--- src/rtl/change_dispenser_pkg.sv ---
`default_nettype none
// ============================================================================
// change_pkg : coin denominations, payout FSM states, greedy coin selection
// Revision   : 1.0
// ============================================================================
package change_pkg;

    localparam logic [1:0] DEN_1  = 2'd0;
    localparam logic [1:0] DEN_5  = 2'd1;
    localparam logic [1:0] DEN_10 = 2'd2;
    localparam logic [1:0] DEN_50 = 2'd3;

    typedef enum logic [1:0] {
        ST_IDLE = 2'd0,
        ST_LOAD = 2'd1,
        ST_PROD = 2'd2,
        ST_COIN = 2'd3
    } state_t;

    function automatic logic [5:0] den_value(input logic [1:0] den);
        case (den)
            DEN_1:   return 6'd1;
            DEN_5:   return 6'd5;
            DEN_10:  return 6'd10;
            default: return 6'd50;
        endcase
    endfunction

    // Largest coin not exceeding amt, so the payout subtraction cannot wrap.
    function automatic logic [1:0] den_select(input logic [31:0] amt);
        if (amt >= 32'd50)
            return DEN_50;
        else if (amt >= 32'd10)
            return DEN_10;
        else if (amt >= 32'd5)
            return DEN_5;
        else
            return DEN_1;
    endfunction

endpackage
`default_nettype wire

--- src/rtl/change_dispenser_event_fifo.sv ---
`default_nettype none
// ============================================================================
// event_fifo : synchronous FIFO holding {product, change} payout events
// Revision   : 1.0
// ============================================================================
module event_fifo #(
    parameter int DEPTH = 4,
    parameter int WIDTH = 10
) (
    input  logic             clk,
    input  logic             rst,
    input  logic             push,
    input  logic             pop,
    input  logic [WIDTH-1:0] din,
    output logic [WIDTH-1:0] dout,
    output logic             full,
    output logic             empty
);

    localparam int AW = (DEPTH > 1) ? $clog2(DEPTH) : 1;
    localparam logic [AW:0] FULL_COUNT = (AW+1)'(DEPTH);

    logic [WIDTH-1:0] mem [DEPTH];
    logic [AW-1:0]    rd_ptr;
    logic [AW-1:0]    wr_ptr;
    logic [AW:0]      count;
    logic             do_push;
    logic             do_pop;

    assign empty   = (count == '0);
    assign full    = (count == FULL_COUNT);
    assign do_pop  = pop && !empty;
    // A pop in the same cycle frees the slot, so a push while full still lands.
    assign do_push = push && (!full || do_pop);
    assign dout    = mem[rd_ptr];

    always_ff @(posedge clk) begin
        if (!rst) begin
            rd_ptr <= '0;
            wr_ptr <= '0;
            count  <= '0;
        end else begin
            if (do_push)
                wr_ptr <= wr_ptr + AW'(1);
            if (do_pop)
                rd_ptr <= rd_ptr + AW'(1);
            if (do_push && !do_pop)
                count <= count + (AW+1)'(1);
            else if (do_pop && !do_push)
                count <= count - (AW+1)'(1);
        end
    end

    always_ff @(posedge clk) begin
        if (do_push)
            mem[wr_ptr] <= din;
    end

endmodule
`default_nettype wire

--- src/rtl/change_dispenser.sv ---
`default_nettype none
// ============================================================================
// change_dispenser : queues vending events and pays out product then coins
// Revision         : 1.0
// ============================================================================
module change_dispenser
    import change_pkg::*;
#(
    parameter int DEPTH = 4,
    parameter int W     = 8
) (
    input  logic         clk,
    input  logic         rst,
    input  logic [W-1:0] MO,
    input  logic [1:0]   PO,
    output logic         prod_valid,
    output logic [1:0]   prod_code,
    input  logic         prod_ready,
    output logic         coin_valid,
    output logic [1:0]   coin_den,
    input  logic         coin_ready,
    output logic         busy,
    output logic         overflow
);

    state_t       state;
    logic [W-1:0] amt;
    logic [1:0]   code;
    logic         evt;
    logic         fifo_pop;
    logic         fifo_full;
    logic         fifo_empty;
    logic [W+1:0] fifo_dout;
    logic [W-1:0] head_amt;
    logic [1:0]   head_code;
    logic [W-1:0] amt_after;

    assign evt       = (MO != '0) || (PO != 2'd0);
    assign fifo_pop  = (state == ST_LOAD);
    assign head_amt  = fifo_dout[W-1:0];
    assign head_code = fifo_dout[W+1:W];
    assign amt_after = amt - W'(den_value(coin_den));
    assign busy      = (state != ST_IDLE) || !fifo_empty;
    assign prod_code = code;

    event_fifo #(
        .DEPTH (DEPTH),
        .WIDTH (W + 2)
    ) u_event_fifo (
        .clk   (clk),
        .rst   (rst),
        .push  (evt),
        .pop   (fifo_pop),
        .din   ({PO, MO}),
        .dout  (fifo_dout),
        .full  (fifo_full),
        .empty (fifo_empty)
    );

    always_ff @(posedge clk) begin
        if (!rst)
            overflow <= 1'b0;
        else if (evt && fifo_full && !fifo_pop)
            overflow <= 1'b1;
    end

    // Leaving IDLE on an incoming event lets LOAD find it in the FIFO one cycle later.
    always_ff @(posedge clk) begin
        if (!rst) begin
            state      <= ST_IDLE;
            amt        <= '0;
            code       <= 2'd0;
            prod_valid <= 1'b0;
            coin_valid <= 1'b0;
            coin_den   <= DEN_1;
        end else begin
            case (state)
                ST_IDLE: begin
                    if (!fifo_empty || evt)
                        state <= ST_LOAD;
                end
                ST_LOAD: begin
                    amt  <= head_amt;
                    code <= head_code;
                    if (head_code != 2'd0) begin
                        state      <= ST_PROD;
                        prod_valid <= 1'b1;
                    end else if (head_amt != '0) begin
                        state      <= ST_COIN;
                        coin_valid <= 1'b1;
                        coin_den   <= den_select(32'(head_amt));
                    end else begin
                        state <= ST_IDLE;
                    end
                end
                ST_PROD: begin
                    if (prod_ready) begin
                        prod_valid <= 1'b0;
                        if (amt != '0) begin
                            state      <= ST_COIN;
                            coin_valid <= 1'b1;
                            coin_den   <= den_select(32'(amt));
                        end else begin
                            state <= ST_IDLE;
                        end
                    end
                end
                ST_COIN: begin
                    if (coin_ready) begin
                        amt <= amt_after;
                        if (amt_after == '0) begin
                            state      <= ST_IDLE;
                            coin_valid <= 1'b0;
                            coin_den   <= DEN_1;
                        end else begin
                            coin_den <= den_select(32'(amt_after));
                        end
                    end
                end
                default: state <= ST_IDLE;
            endcase
        end
    end

endmodule
`default_nettype wire

--- config.mk ---
export PLATFORM = sky130hd
export DESIGN_NAME = change_dispenser
export DESIGN_NICKNAME = d
export VERILOG_FILES = /design/src/rtl/change_dispenser_pkg.sv /design/src/rtl/change_dispenser_event_fifo.sv /design/src/rtl/change_dispenser.sv
export SDC_FILE = /design/constraint.sdc
export NUM_CORES = 1
export LEC_CHECK = 0
export ABC_AREA = 1
export BUFFER_PORTS_ARGS = -buffer_cell sky130_fd_sc_hd__buf_2
export CAP_MARGIN = 5
export CORE_MARGIN = 4
export CORE_UTILIZATION = 63
export CTS_BUF_LIST = sky130_fd_sc_hd__clkbuf_2 sky130_fd_sc_hd__clkbuf_4 sky130_fd_sc_hd__clkbuf_8
export DETAILED_ROUTE_END_ITERATION = 6
export PLACE_DENSITY = 0.85
export SYNTH_ARGS = -nofsm -noshare
export SYNTH_HDL_FRONTEND = slang
export SYNTH_SLANG_ARGS = --single-unit
export TNS_END_PERCENT = 50
--- constraint.sdc ---
create_clock -name clk -period 3.1 [get_ports clk]
set_input_delay 0.62 -clock clk [delete_from_list [all_inputs] [get_ports clk]]
set_output_delay 0.62 -clock clk [all_outputs]
set_load 0.02 [all_outputs]
==> run metrics <==
Hold WC Path Type register to register; Synth Area in Simple Gates 26.33%; # port buffers 21; Tot Pwr between 0.004 and 0.005 W; Syn Nets 459; dpl hpwl 5242 um; clk sinks 66; reg2reg end u_event_fifo.count[2]; setup slack on the worst flop-to-flop path 550 ps; PD cells around 1100 mW/mm2; final period utilization between 80 and 90%; largest net degree at the start of global routing 18; post-synthesis cell type count 34; main combinational cell family by area after synthesis simple AND/OR/NAND/NOR gates; cell area after synthesis approximately 0.0034 mm2; most used standard cell by instance count after synthesis nand2_1; Die W slightly above 80 um; type of element capturing the critical path register; Total Routing Usage GR ~25%; Rows 26; Hold Fails Final Rpt 0; Most Used Layer, Global Route met2; RSZ-0062 raised after global routing false; top cells by area, synth edfxtp_1 35%, dfxtp_1 15%, nand2_1 13%; Synth Warn # 0; MaxCap Viol Count 0; crit-path most repeated cell inv_1; r2r worst-path depth 13; post_cts resized 0; sum of buffers and inverters on the critical path 4; Adder-Cell Fraction of Synth Area between 5 and 6%; H-tree Lvls 3; met1 Use GR 30.06%; CP top delay family simple AND/OR/NAND/NOR gates; Post-CTS Setup Inserts 0; Worst-Skew Late Latency 340 ps; fin nets just under 500; DR vias a little under 3,000; Clock Tree Buf Depth 2; Avg Inst Size Synth between 7 and 8 um2; GRT met3 Usage 4.934%; Worst EP required about 3300 ps; status finished, final reports clean; Die Area approximately 0.0067 mm2; M2 GR Usage 43.38%; Crit. Startpoint state[0]; Synth top area share a little over a third; Final ANT Viol Nets 0; IR drop worst, VDD roughly 0.00067 V; Synth Area in XOR/XNOR less than 1%; Final Util around three quarters; TritonRoute pass-1 iters 5; R2R Path Start state[0]; Max Clock Freq approximately 390 MHz; share of cells above drive strength 1 10.71%; final WL ~7500 um; Hold-fix buffers, CTS 0; post-route minimum period ~2600 ps; Setup violations, final 0; Placer Congestion ~0.89; Seq/Total Area, Yosys approximately half; CTS tree yes; Starting Density around two thirds; top cells by count, synth 118 x nand2_1, 54 x inv_1, 45 x nor2_1; crit-path max cell delay around 410 ps; critical path depth in cells 13; critical path fanouts, max 6; setup TNS 0 ps; Antenna diodes 0; #FFs+latches synth 66; DRT iter0 DRCs 290; CP Launch Type register; WL/cell about 14 um; leading area contributor after synthesis edfxtp_1; drt drc 0; dpl ws around 630 ps; Worst path slowest cell dfxtp_1; Lkg Pwr ~1.7 nW; clock slew at reported path FFs about 80 ps; CTS Buf Count 9; Die H just over 80 um; vias per cell 5.480; PnR worst setup slack approximately 550 ps; Clock Skews between 5 and 6 ps; measured slew at the worst slew-check pin around 410 ps; mux cell area share after synthesis 0%; cell count after synthesis 431; Slew Limit Fails 0; crit-path cells inv_1, nor2_1, inv_1, nand3_1, inv_1, nor2_1, ha_1, inv_1, fa_1, a21oi_1, o21ai_0, o21ai_0, a21oi_1; Max-slew headroom between 70 and 80%; Top FF cell, synth edfxtp_1; total global routing overflow 0; vias in the first global route 2,793; Crit Path Category register to register; Core ar. 0.005205 mm2; Arr. time, crit path roughly 2800 ps; ys async rst share 0%; Post-synth EDFFs 40; Synth Area in Compound Gates roughly a tenth; CP Capture Point u_event_fifo.count[2]; first-pass GRT wire length 12,600 um; I/O pin cnt 22; area grow syn2layout 10.86%; Root Driver clkbuf_8; initial antenna violation count 0
-- cell families (layout without fill, tap and decap cells) --
logic type      count (synthesis)  after routing
xor+xnor                        2              2
fa+ha+maj                      14             14
buf+inv                        66            102
simple gates                  217            217
compound gates                 66             66
flops                          66             66
-- report_power, final --
| part | internal (W) | switching (W) |
|---|---|---|
| combinational | 0.000746 | 0.00144 |
| sequential | 0.00122 | 0.000170 |
| clock | 0.000295 | 0.000351 |
-- stage by stage --
step	hold slack [ps]	cell area, um2	cells
after CTS	476.6	3819	537
after detailed placement	461.8	3641	521
final	470.9	3819	537
after global placement	453.3	3641	521
after global routing	483.6	3819	537
after floorplan	436.3	3445	431
-- area by class of cell --
class                      instances  area, um2
clock buffer                       9      123.9
clock inverter                     7      53.80
fill                             382       1386
inverter                          59      221.5
multi-input combinational        299       1460
sequential                        66       1722
tap                               70      87.58
timing repair buffer              27      150.1
-- placed cells by master (no fill, tap or decap), drive strengths merged, types with 2 or more instances in the layout --
| cell | count |
|---|---|
| nand3b | 2 |
| ha | 13 |
| nor2 | 47 |
| clkinv | 5 |
| a31oi | 5 |
| buf | 27 |
| clkinvlp | 3 |
| nand3 | 38 |
| xnor2 | 2 |
| edfxtp | 40 |
| clkbuf | 9 |
| or2 | 2 |
| a21oi | 27 |
| o21ai | 28 |
| inv | 58 |
| nand2 | 119 |
| nor3 | 2 |
| dfxtp | 26 |
| o211ai | 2 |
| nand4 | 5 |
-- routing by layer --
layer  vias up  wire length [um]
li1       1486                 -
met4         0               161
met5         -                 0
met3        24               427
met1      1336              3084
met2        97              3798
-- registers in the layout (all words and copies together) (netlist names), 2 cells and up, named ones only --
register             flops
u_event_fifo.mem        40
amt                      8
u_event_fifo.count       3
coin_den                 2
prod_code                2
state                    2
u_event_fifo.rd_ptr      2
u_event_fifo.wr_ptr      2
-- worst register-to-register path: cells and delay by family, from the launching register on --
family,cells,cell delay [ps]
AOI/OAI and AO/OA,4,510
adders and majority gates,2,560
buffers and inverters,4,410
DFF,1,410
and+or+nand+nor,3,560
-- worst min-delay path by stage --
stage                           startpoint                      to  cells past startpoint
global route                         MO[5]  u_event_fifo.mem[3][5]                      1
CTS                 u_event_fifo.rd_ptr[1]  u_event_fifo.rd_ptr[1]                      2
global placement    u_event_fifo.rd_ptr[1]  u_event_fifo.rd_ptr[1]                      2
finish              u_event_fifo.rd_ptr[1]  u_event_fifo.rd_ptr[1]                      2
detailed placement                overflow                overflow                      2
floorplan           u_event_fifo.rd_ptr[1]                register                      2
Note: power is estimated with default switching activity, not from simulation.
